[config.mk]
export PLATFORM = sky130hd
export DESIGN_NAME = uart_rx_oversampled
export DESIGN_NICKNAME = d
export VERILOG_FILES = /design/src/rtl/uart_rx_oversampled.sv
export SDC_FILE = /design/constraint.sdc
export NUM_CORES = 1
export LEC_CHECK = 0
export BUFFER_PORTS_ARGS = -buffer_cell sky130_fd_sc_hd__buf_2
export CAP_MARGIN = 20
export CORE_MARGIN = 10
export CORE_UTILIZATION = 60
export CTS_BUF_LIST = sky130_fd_sc_hd__clkbuf_8
export DETAILED_ROUTE_END_ITERATION = 7
export GPL_TIMING_DRIVEN = 0
export HOLD_SLACK_MARGIN = 0.06
export PLACE_DENSITY = 0.81
export REMOVE_ABC_BUFFERS = 1
export SETUP_SLACK_MARGIN = 0.15
export SYNTH_ARGS = -nofsm -noshare
export SYNTH_HDL_FRONTEND = slang
export SYNTH_SLANG_ARGS = --single-unit
[constraint.sdc]
create_clock -name clk -period 1.96 [get_ports clk]
set_input_delay 0.588 -clock clk [delete_from_list [all_inputs] [get_ports clk]]
set_output_delay 0.588 -clock clk [all_outputs]
set_load 0.03 [all_outputs]
[src/rtl/uart_rx_oversampled.sv]
// 8N1 UART receiver, mid-bit sampling at BAUD_DIV clocks per bit.
// Recovers bytes from the matching transmitter's serial line and hands them
// to a consumer through a single holding register with overrun and
// framing-error pulses.
//
// Consumer handshake: rx_valid is a level that is high while rx_data holds a
// byte the consumer has not yet taken. The consumer takes it by raising
// rx_ack in any cycle where rx_valid=1; rx_valid drops on the following edge.
// rx_ack while rx_valid=0 has no effect. When a new good byte lands in the
// same cycle as an ack, the new byte wins: rx_valid stays 1 and no overrun
// is flagged. A new good byte while rx_valid=1 and no ack overwrites rx_data
// and pulses overrun for one clock.
module uart_rx_oversampled #(
  parameter int BAUD_DIV = 4
) (
  input  logic       clk,
  input  logic       reset_n,
  input  logic       rx,
  input  logic       rx_ack,
  output logic [7:0] rx_data,
  output logic       rx_valid,
  output logic       frame_err,
  output logic       overrun,
  output logic       busy
);

  // Sample points inside a bit, as baud-counter values.
  localparam logic [7:0] MID_CNT  = 8'(BAUD_DIV / 2 - 1);
  localparam logic [7:0] LAST_CNT = 8'(BAUD_DIV - 1);

  typedef enum logic [2:0] {
    S_WAIT_IDLE = 3'd0,
    S_IDLE      = 3'd1,
    S_START     = 3'd2,
    S_DATA      = 3'd3,
    S_STOP      = 3'd4
  } state_e;

  state_e      state_q, state_d;
  logic [7:0]  cnt_q, cnt_d;
  logic [2:0]  bit_q, bit_d;
  logic [7:0]  shift_q, shift_d;
  logic [7:0]  data_q, data_d;
  logic        valid_q, valid_d;
  logic        ferr_q, ferr_d;
  logic        ovr_q, ovr_d;
  logic        rx_meta_q, rxs_q;

  // Two-flop synchronizer; resets to the idle (high) line level.
  always_ff @(posedge clk or negedge reset_n) begin
    if (!reset_n) begin
      rx_meta_q <= 1'b1;
      rxs_q     <= 1'b1;
    end else begin
      rx_meta_q <= rx;
      rxs_q     <= rx_meta_q;
    end
  end

  // State, counters, shift register and output registers.
  always_ff @(posedge clk or negedge reset_n) begin
    if (!reset_n) begin
      state_q <= S_WAIT_IDLE;
      cnt_q   <= 8'd0;
      bit_q   <= 3'd0;
      shift_q <= 8'd0;
      data_q  <= 8'd0;
      valid_q <= 1'b0;
      ferr_q  <= 1'b0;
      ovr_q   <= 1'b0;
    end else begin
      state_q <= state_d;
      cnt_q   <= cnt_d;
      bit_q   <= bit_d;
      shift_q <= shift_d;
      data_q  <= data_d;
      valid_q <= valid_d;
      ferr_q  <= ferr_d;
      ovr_q   <= ovr_d;
    end
  end

  // Frame sequencing and the holding-register handshake.
  always_comb begin
    state_d = state_q;
    cnt_d   = cnt_q;
    bit_d   = bit_q;
    shift_d = shift_q;
    data_d  = data_q;
    valid_d = valid_q;
    ferr_d  = 1'b0;
    ovr_d   = 1'b0;

    // Ack consumes the held byte; a byte completing this cycle overrides below.
    if (valid_q && rx_ack) begin
      valid_d = 1'b0;
    end

    case (state_q)
      // Wait for the line to go high so a held-low line or a frame caught
      // mid-way is never mistaken for a start bit.
      S_WAIT_IDLE: begin
        cnt_d = 8'd0;
        if (rxs_q) begin
          state_d = S_IDLE;
        end
      end
      S_IDLE: begin
        cnt_d = 8'd0;
        if (!rxs_q) begin
          state_d = S_START;
        end
      end
      // Re-check the start bit halfway through; a high line here was a glitch.
      S_START: begin
        if (cnt_q == MID_CNT) begin
          cnt_d = 8'd0;
          if (!rxs_q) begin
            state_d = S_DATA;
            bit_d   = 3'd0;
          end else begin
            state_d = S_IDLE;
          end
        end else begin
          cnt_d = cnt_q + 8'd1;
        end
      end
      // Counting from mid-start, every BAUD_DIV clocks lands mid-bit.
      S_DATA: begin
        if (cnt_q == LAST_CNT) begin
          cnt_d          = 8'd0;
          shift_d[bit_q] = rxs_q;
          if (bit_q == 3'd7) begin
            state_d = S_STOP;
          end else begin
            bit_d = bit_q + 3'd1;
          end
        end else begin
          cnt_d = cnt_q + 8'd1;
        end
      end
      // Returning to IDLE at mid-stop leaves half a bit to spot the next start.
      S_STOP: begin
        if (cnt_q == LAST_CNT) begin
          cnt_d = 8'd0;
          if (rxs_q) begin
            data_d  = shift_q;
            valid_d = 1'b1;
            ovr_d   = valid_q && !rx_ack;
            state_d = S_IDLE;
          end else begin
            ferr_d  = 1'b1;
            state_d = S_WAIT_IDLE;
          end
        end else begin
          cnt_d = cnt_q + 8'd1;
        end
      end
      default: begin
        state_d = S_WAIT_IDLE;
        cnt_d   = 8'd0;
      end
    endcase
  end

  assign rx_data   = data_q;
  assign rx_valid  = valid_q;
  assign frame_err = ferr_q;
  assign overrun   = ovr_q;
  assign busy      = (state_q == S_START) || (state_q == S_DATA) ||
                     (state_q == S_STOP);

endmodule

Word level (Yosys, flattened, before mapping)
Index checks and enable logic that the tools add are counted.
{"block": "word_totals", "regBits": 35, "romBits": 0, "mem_count": 0, "latchBits": 0, "output_inout_bits": 12, "input_bits": 4, "mem_bits_rw": 0}
{"block": "classes", "magnitude_cmp": 2, "n_div": 0, "multipliers": 0, "add_sub_neg": 2, "n_shift": 0, "n_eq_ne": 15, "reduce_logical": 13, "muxes": 30, "bitwise": 0}
{"op": "3-bit 2-to-1 mux", "n": 10}
{"op": "8-bit 2-to-1 mux", "n": 2}
{"op": "2-bit != test, second input constant", "n": 8}
{"op": "8-bit case mux with 2 select lines", "n": 1}
{"op": "3-bit case mux with 5 select lines", "n": 1}
{"op": "1-bit 2-to-1 mux", "n": 12}
{"op": "8-bit by 1-bit adder with 8-bit output, second input constant", "n": 1}
{"op": "8-bit bitwise mux", "n": 1}
{"op": "8-bit by 1-bit == test with 1-bit output, second input constant", "n": 1}
{"op": "8-bit by 2-bit == test with 1-bit output, second input constant", "n": 1}
{"op": "3-bit by 2-bit == test with 1-bit output, second input constant", "n": 2}
{"op": "3-bit == test, second input constant", "n": 2}
{"op": "3-bit case mux with 2 select lines", "n": 1}
{"op": "6-bit AND reduction", "n": 1}
{"op": "5-bit AND reduction", "n": 1}
{"op": "3-bit by 4-bit < comparator with 1-bit output, second input constant", "n": 1}
{"op": "3-bit by 1-bit adder with 3-bit output, second input constant", "n": 1}
{"op": "1-bit demux with 3-bit select", "n": 1}
{"op": "3-bit by 1-bit == test with 1-bit output, second input constant", "n": 1}
{"op": "3-bit by 1-bit greater-or-equal comparator with 1-bit output, second input constant", "n": 1}
{"op": "1-bit logical AND", "n": 3}
{"op": "3-bit zero test", "n": 1}
{"op": "3-bit AND reduction", "n": 1}
{"op": "1-bit logical OR", "n": 2}
{"op": "other kinds (5)", "n": 5}

Depth between registers and ports, before layout
Gate-level depths: netlist of the first run.
{"block": "depth", "word_depth": 5, "mapped_depth": 6, "mapped_depth_nobuf": 6}

Worst setup path before layout of the first run
OpenSTA, ideal clock, no wires.
{"block": "synth_path", "path_kind": "register to output", "from": "reg state_q[1]", "to": "out busy", "stages_incl_launch_ff": 4, "path_slack_ns": 0.138, "t_required_ns": 1.372, "arrival_ns": 1.234, "path_cell_list": "dfrtp_1 clkbuf_1 or3b_2 nand2_1"}
{"block": "synth_via", "elab_chain_len": 3}
{"item": "from (decl)", "line": "39", "rtl": "state_e state_q, state_d;"}
{"item": "from (signal assigned)", "line": "72", "rtl": "state_q <= state_d;"}
{"item": "3-bit by 2-bit == test with 1-bit output", "line": "170", "rtl": "assign busy = (state_q == S_START) || (state_q == S_DATA) ||"}
{"item": "1-bit logical OR", "line": "170"}
{"item": "1-bit logical OR *", "line": "170"}
{"item": "to (decl)", "line": "24", "rtl": "output logic busy"}
Mark *: on every way between the ends. The rest lies on a longest branch, timed or not.

Final worst setup path of the first run
{"block": "layout_path", "from": "reg cnt_q[2]", "to": "reg shift_q[6]"}
{"block": "layout_via", "elab_chain_len": 2}
{"item": "from (decl)", "line": "40", "rtl": "logic [7:0] cnt_q, cnt_d;"}
{"item": "from (signal assigned)", "line": "73", "rtl": "cnt_q <= cnt_d;"}
{"item": "8-bit by 2-bit == test with 1-bit output", "line": "130", "rtl": "if (cnt_q == LAST_CNT) begin"}
{"item": "2-bit AND reduction (no source line)"}
{"item": "to (signal assigned)", "line": "75", "rtl": "shift_q <= shift_d;"}
{"item": "to (decl)", "line": "42", "rtl": "logic [7:0] shift_q, shift_d;"}
No other way between the ends.
A chain may end at the register's enable or synchronous reset.

==> results.sh, run 1 <==
export IMPL_area_growth_pct=31.4
export IMPL_holdWs_ns=0.360
export IMPL_start_util=0.647
export IMPL_dr_total_vias=1368
export IMPL_grt_overflow_total=0
export IMPL_gp_congestion=0.711
export IMPL_finalWirelength_um=4750
export IMPL_worstPathRequired_ns=2.13
export IMPL_path_cells="nor4_4, buf_4, nand3_4, nor4_4, mux2_2"
export IMPL_die_w_um=72.4
export IMPL_setup_worst_path_class="flop to flop"
export IMPL_worstMarginPinSlew_ns=0.764
export IMPL_post_route_period_util=1.00
export IMPL_num_fill_cells=122
export IMPL_status="completed"
export IMPL_first_iter_violations=303
export IMPL_path_max_fanout=7
export IMPL_ys_ff_latch=35
export IMPL_arrival_ns=2.13
export IMPL_grtUsageMet1=0.146
export IMPL_yosysUniqueCellTypes=34
export IMPL_first_pass_iters=5
export IMPL_cts_root_buf="clkbuf_8"
export IMPL_cpMaxStageDelayCell="dfrtp_2"
export IMPL_drc_errors=0
export IMPL_io_pins=16
export IMPL_grt_pass1_wl_um=5840
export IMPL_drive_gt1_frac=0.481
export IMPL_startpoint="cnt_q[2]$_DFF_PN0_"
export IMPL_ys_async_sr_fraction=1.00
export IMPL_syn_inst=145
export IMPL_max_freq_ghz=0.510
export IMPL_met2_usage=0.238
export IMPL_power_density_mw_per_mm2=1220
export IMPL_n_antenna_cell=0
export IMPL_regToRegEndpoint="shift_q[6]$_DFFE_PN0P_"
export IMPL_postRouteAntennaNets=0
export IMPL_rr_startpoint="cnt_q[2]$_DFF_PN0_"
export IMPL_reg2reg_slack_ns=0.0009
export IMPL_cts_tree="built"
export IMPL_grt_use_total=0.139
export IMPL_grt_pass1_vias=1295
export IMPL_max_stage_delay_ns=0.46
export IMPL_final_cell_mix="27 x dfrtp_1, 23 x buf_4, 15 x nor2_1, 14 x buf_2, 11 x mux2_2"
export IMPL_setup_viol=0
export IMPL_port_buffers=15
export IMPL_h_tree_depth=2
export IMPL_grt_busiest_layer="met2"
export IMPL_crit_path_start_kind="flop"
export IMPL_peakVddDrop_uv=1010
export IMPL_cts_buffers=5
export IMPL_clkTransAtPathRegs_ns=0.08
export IMPL_slew_violations=0
export IMPL_syn_cell_area_mm2=0.00165
export IMPL_synth_ff_type="dfrtp_1"
export IMPL_met3_usage=0.0599
export IMPL_avgSynthCellArea_um2=11.4
export IMPL_wl_per_cell_um=21.9
export IMPL_clockBufferDepth=2
export IMPL_power_leakage_nw=1.05
export IMPL_core_mm2=0.00254
export IMPL_vias_per_cell=6.30
export IMPL_synth_edf_count=0
export IMPL_die_h_um=72.4
export IMPL_detailedPlace_worstSlack_ns=0.0160
export IMPL_final_common_cell="dfrtp_1"
export IMPL_finalCriticalPeriod_ns=1.96
export IMPL_antenna_found_initial=0
export IMPL_crit_top_cell="nor4_4"
export IMPL_finalHoldViolCount=0
export IMPL_clock_skew_ns=0.0113
export IMPL_layout_nets=194
export IMPL_dieArea_mm2=0.00524
export IMPL_clkSinkCount=35
export IMPL_yosysWarningCount=0
export IMPL_rsz0062_at_grt="yes"
export IMPL_reg2regPathDepth=5
export IMPL_hpwl_um=2170
export IMPL_place_inst=185
export IMPL_hold_path_class="primary input to asynchronous set/reset pin"
export IMPL_fin_cells=217
export IMPL_grt_start_max_net_pins=36
export IMPL_drv_cap=0
export IMPL_yosysSeqAreaShare=0.533
export IMPL_setup_slack_ns=0.000939
export IMPL_clk_latency_ns=0.30
export IMPL_max_slew_margin_rel=0.491
export IMPL_endpoint_kind="flop"
export IMPL_std_cell_rows=18
worst max path at each step:
stage                                  end  slack, ns  depth (start not counted)
finish              shift_q[6]$_DFFE_PN0P_     0.0009                          5
global placement    shift_q[3]$_DFFE_PN0P_       0.07                          4
CTS                                   busy       0.07                          3
floorplan                             busy       0.21                          2
detailed placement  shift_q[2]$_DFFE_PN0P_       0.02                          4
global route        state_q[1]$_DFFE_PN0P_      -0.08                          7
logic make-up after synthesis:
| group | synth area share |
|---|---|
| AOI/OAI and AO/OA | 0.0395 |
| xor gates and xnor gates | 0.0319 |
| adders and majority gates | 0.0304 |
| buffers and inverters | 0.0273 |
| DFF | 0.533 |
| muxes | 0.131 |
| and+or+nand+nor | 0.207 |
critical path: cells and delay by family, from the launching register on:
family | cells | cell delay (ns)
mux | 1 | 0.37
buf+inv | 1 | 0.20
simple gates | 3 | 0.81
flops | 1 | 0.46
cells in the mapped netlist, types with 4 or more instances:
master	count	area share
dfrtp_1	33	0.50
ha_1	4	0.030
nor2_1	15	0.034
mux2_2	16	0.11
clkbuf_1	4	0.0091
nand2_1	12	0.027
xor2_1	5	0.027
a21oi_1	4	0.012
nand3_1	6	0.018
nor4_1	7	0.027
nand2b_1	4	0.015
inv_1	5	0.011
repair_timing:
| item | 4_1_cts | 5_1_grt |
|---|---|---|
| endpoints found under the hold margin | 0 | 0 |
| resized for setup | 11 | 24 |
| gates cloned | 0 | 1 |
| setup buffers | 8 | 15 |
| hold buffers | 0 | 0 |
| endpoints found under the setup margin | 17 | 26 |
| pin swaps | 3 | 8 |
final cells by class:
type                            instances  area (um2)  share of cell area
Inverter                                5        18.8             0.00867
Clock inverter                          3        16.3             0.00751
Tap cell                               30        37.5              0.0173
Timing Repair Buffer                   38         254               0.117
Sequential cell                        35         886               0.409
Multi-Input combinational cell        101         885               0.408
Clock buffer                            5        68.8              0.0318
state kept, by name, indices dropped and copies added (netlist names):
signal / count
rxs_q: 1
rx_data: 8
cnt_q: 8
rx_valid: 1
rx_meta_q: 1
bit_q: 3
shift_q: 8
overrun: 1
state_q: 3
frame_err: 1
through the flow:
step	area, um2	util	TNS, ns	power (mW)
after floorplan	1620	-	0	1.38
after global placement	1730	0.681	0	1.49
final	2170	0.851	0	2.63
after global routing	2170	0.851	-0.179	2.76
after CTS	1920	0.754	0	2.17
after detailed placement	1730	0.681	0	1.54
metal layers:
layer  share of wire  wire length [um]
met1            0.38              1810
met4           0.035               165
met3           0.093               444
met2            0.49              2330
met5               0                 0
report_power, final:
part           total (mW)  switching (mW)  internal [mW]
sequential          0.951           0.123          0.828
combinational        1.17           0.653          0.517
clock               0.512           0.269          0.243
total                2.63            1.05           1.59
(Power assumes the default switching activity.)
==> run 2: changes to the inputs <==
SETUP_SLACK_MARGIN = 0.4   (was 0.15)
==> run 2 against run 1 <==
Compared with the run above:
- power rose by 2.1%
- utilization increased by 4.1 points
- critical path type is now flop to output port
- final area rose by 4.8%
- non-clock buffer count increased by 2
- sequential power barely moved
- routed wire length grew 1.5%
- worst setup slack improved by 0.068 ns
==> results.sh, run 2 (synthesis results as in run 1) <==
export IMPL_peakVddDrop_uv=1110
export IMPL_clk_latency_ns=0.29
export IMPL_cpMaxStageDelayCell="dfrtp_2"
export IMPL_rr_startpoint="cnt_q[2]$_DFF_PN0_"
export IMPL_die_h_um=72.4
export IMPL_drv_cap=0
export IMPL_area_growth_pct=37.7
export IMPL_max_stage_delay_ns=0.43
export IMPL_met3_length_um=431
export IMPL_place_inst=185
export IMPL_final_cell_mix="27 x dfrtp_1, 19 x buf_4, 14 x nor2_1, 14 x buf_2, 11 x mux2_2"
export IMPL_grt_use_total=0.188
export IMPL_dieArea_mm2=0.00524
export IMPL_max_slew_margin_rel=0.485
export IMPL_tns_ns=0
export IMPL_first_iter_violations=147
export IMPL_die_w_um=72.4
export IMPL_grt_pass1_vias=1467
export IMPL_std_cell_rows=18
export IMPL_n_antenna_cell=0
export IMPL_dr_wl_met2_um=2340
export IMPL_worstMarginPinSlew_ns=0.772
export IMPL_reg2reg_slack_ns=0.15
export IMPL_finalHoldViolCount=0
export IMPL_arrival_ns=1.30
export IMPL_first_pass_iters=4
export IMPL_slew_violations=0
export IMPL_grt_overflow_total=0
export IMPL_postRouteAntennaNets=0
export IMPL_cts_buffers=5
export IMPL_gp_congestion=0.711
export IMPL_cts_hold_buf=0
export IMPL_h_tree_depth=2
export IMPL_status="completed"
export IMPL_port_buffers=15
export IMPL_startpoint="state_q[1]$_DFFE_PN0P_"
export IMPL_post_route_period_util=0.965
export IMPL_setup_viol=0
export IMPL_dr_total_vias=1380
export IMPL_power_leakage_nw=1.08
export IMPL_fin_cells=219
export IMPL_cts_root_buf="clkbuf_8"
export IMPL_finalWirelength_um=4820
export IMPL_endpoint_kind="output port"
export IMPL_wl_per_cell_um=22.0
export IMPL_crit_end="busy"
export IMPL_clkSinkCount=35
export IMPL_crit_path_start_kind="flop"
export IMPL_clockBufferDepth=2
export IMPL_worstPathRequired_ns=1.37
export IMPL_max_freq_ghz=0.529
export IMPL_path_max_fanout=3
export IMPL_setup_worst_path_class="flop to output port"
export IMPL_cts_tree="built"
export IMPL_antenna_found_initial=0
export IMPL_power_density_mw_per_mm2=1180
export IMPL_drive_gt1_frac=0.524
export IMPL_hold_path_class="flop to flop"
export IMPL_finalCriticalPeriod_ns=1.89
export IMPL_start_util=0.647
export IMPL_regToRegEndpoint="shift_q[6]$_DFFE_PN0P_"
export IMPL_grt_pass1_wl_um=7650
export IMPL_drc_errors=0
export IMPL_vias_per_cell=6.30
export IMPL_io_pins=16
export IMPL_hpwl_um=2170
export IMPL_reg2regPathDepth=6
export IMPL_rsz0062_at_grt="yes"
export IMPL_clkTransAtPathRegs_ns=0.07
export IMPL_grt_start_max_net_pins=36
export IMPL_core_mm2=0.00254
export IMPL_clock_skew_ns=0.0129
export IMPL_layout_nets=196
export IMPL_drt_met1_wl_um=1880
export IMPL_top_layer_used="met4"
export IMPL_final_common_cell="dfrtp_1"
export IMPL_path_cells="or3b_4, nand2_2, buf_6"
==> run 2: changes by cell type in the layout (fill, tap and decap cells not counted), moves of 2 or more <==
| cell | change |
|---|---|
| buf_12 | +2 |
| ha_4 | +2 |
| buf_4 | -4 |
| buf_6 | +4 |
==> run 2: per-layer routing <==
metal  global-route usage  up-vias
li1                     -      596
met1                0.215      676
met2                0.311       88
met3               0.0531       20
met4               0.0992        0
met5                    0        -
==> run 2: power breakdown <==
group / total, mW / switching [mW] / internal, mW
logic: 1.23 / 0.677 / 0.550
clock network: 0.513 / 0.270 / 0.243
registers: 0.949 / 0.120 / 0.829
total: 2.69 / 1.07 / 1.62
==> run 2: how the worst min path moves through the flow <==
stage,start,endpoint,slack [ns],cells after the start
after CTS,rx_meta_q$_DFF_PN1_,rxs_q$_DFF_PN1_,0.36,0
after global routing,rx_meta_q$_DFF_PN1_,rxs_q$_DFF_PN1_,0.36,0
after global placement,rx_meta_q$_DFF_PN1_,rxs_q$_DFF_PN1_,0.35,0
after detailed placement,rx_meta_q$_DFF_PN1_,rxs_q$_DFF_PN1_,0.35,0
after floorplan,reset_n,bit_q[0]$_DFFE_PN0P_,0.29,0
final,rx_meta_q$_DFF_PN1_,rxs_q$_DFF_PN1_,0.36,0
==> run 2: final cells by class <==
type,count,area (um2)
Tap cell,30,37.5
Timing Repair Buffer,40,309
Multi-Input combinational cell,101,933
Fill cell,103,275
Clock inverter,3,16.3
Sequential cell,35,886
Inverter,5,18.8
Clock buffer,5,68.8
==> run 2: stage by stage <==
| stage | worst slack [ns] | total power, mW | area (um2) | hold slack, ns | utilization |
|---|---|---|---|---|---|
| 2_1_floorplan | 0.210 | 1.38 | 1620 | 0.292 | - |
| 3_3_place_gp | 0.0663 | 1.49 | 1730 | 0.348 | 0.681 |
| 3_5_place_dp | 0.0160 | 1.54 | 1730 | 0.349 | 0.681 |
| 4_1_cts | 0.0799 | 2.48 | 2200 | 0.358 | 0.863 |
| 5_1_grt | 0.0316 | 2.82 | 2270 | 0.364 | 0.892 |
| 6_report | 0.0693 | 2.69 | 2270 | 0.359 | 0.892 |
==> run 2: critical path, delay by kind of cell (launching register included) <==
family                 cells  cell delay (ns)
AND/OR/NAND/NOR            2             0.46
buffers and inverters      1             0.12
flip-flops                 1             0.43
==> run 2: what timing repair did <==
action	4_1_cts	5_1_grt
buffers inserted	21	4
cloned	1	0
pin swaps	11	1
resized for setup	37	13
endpoints found under the setup margin	31	32
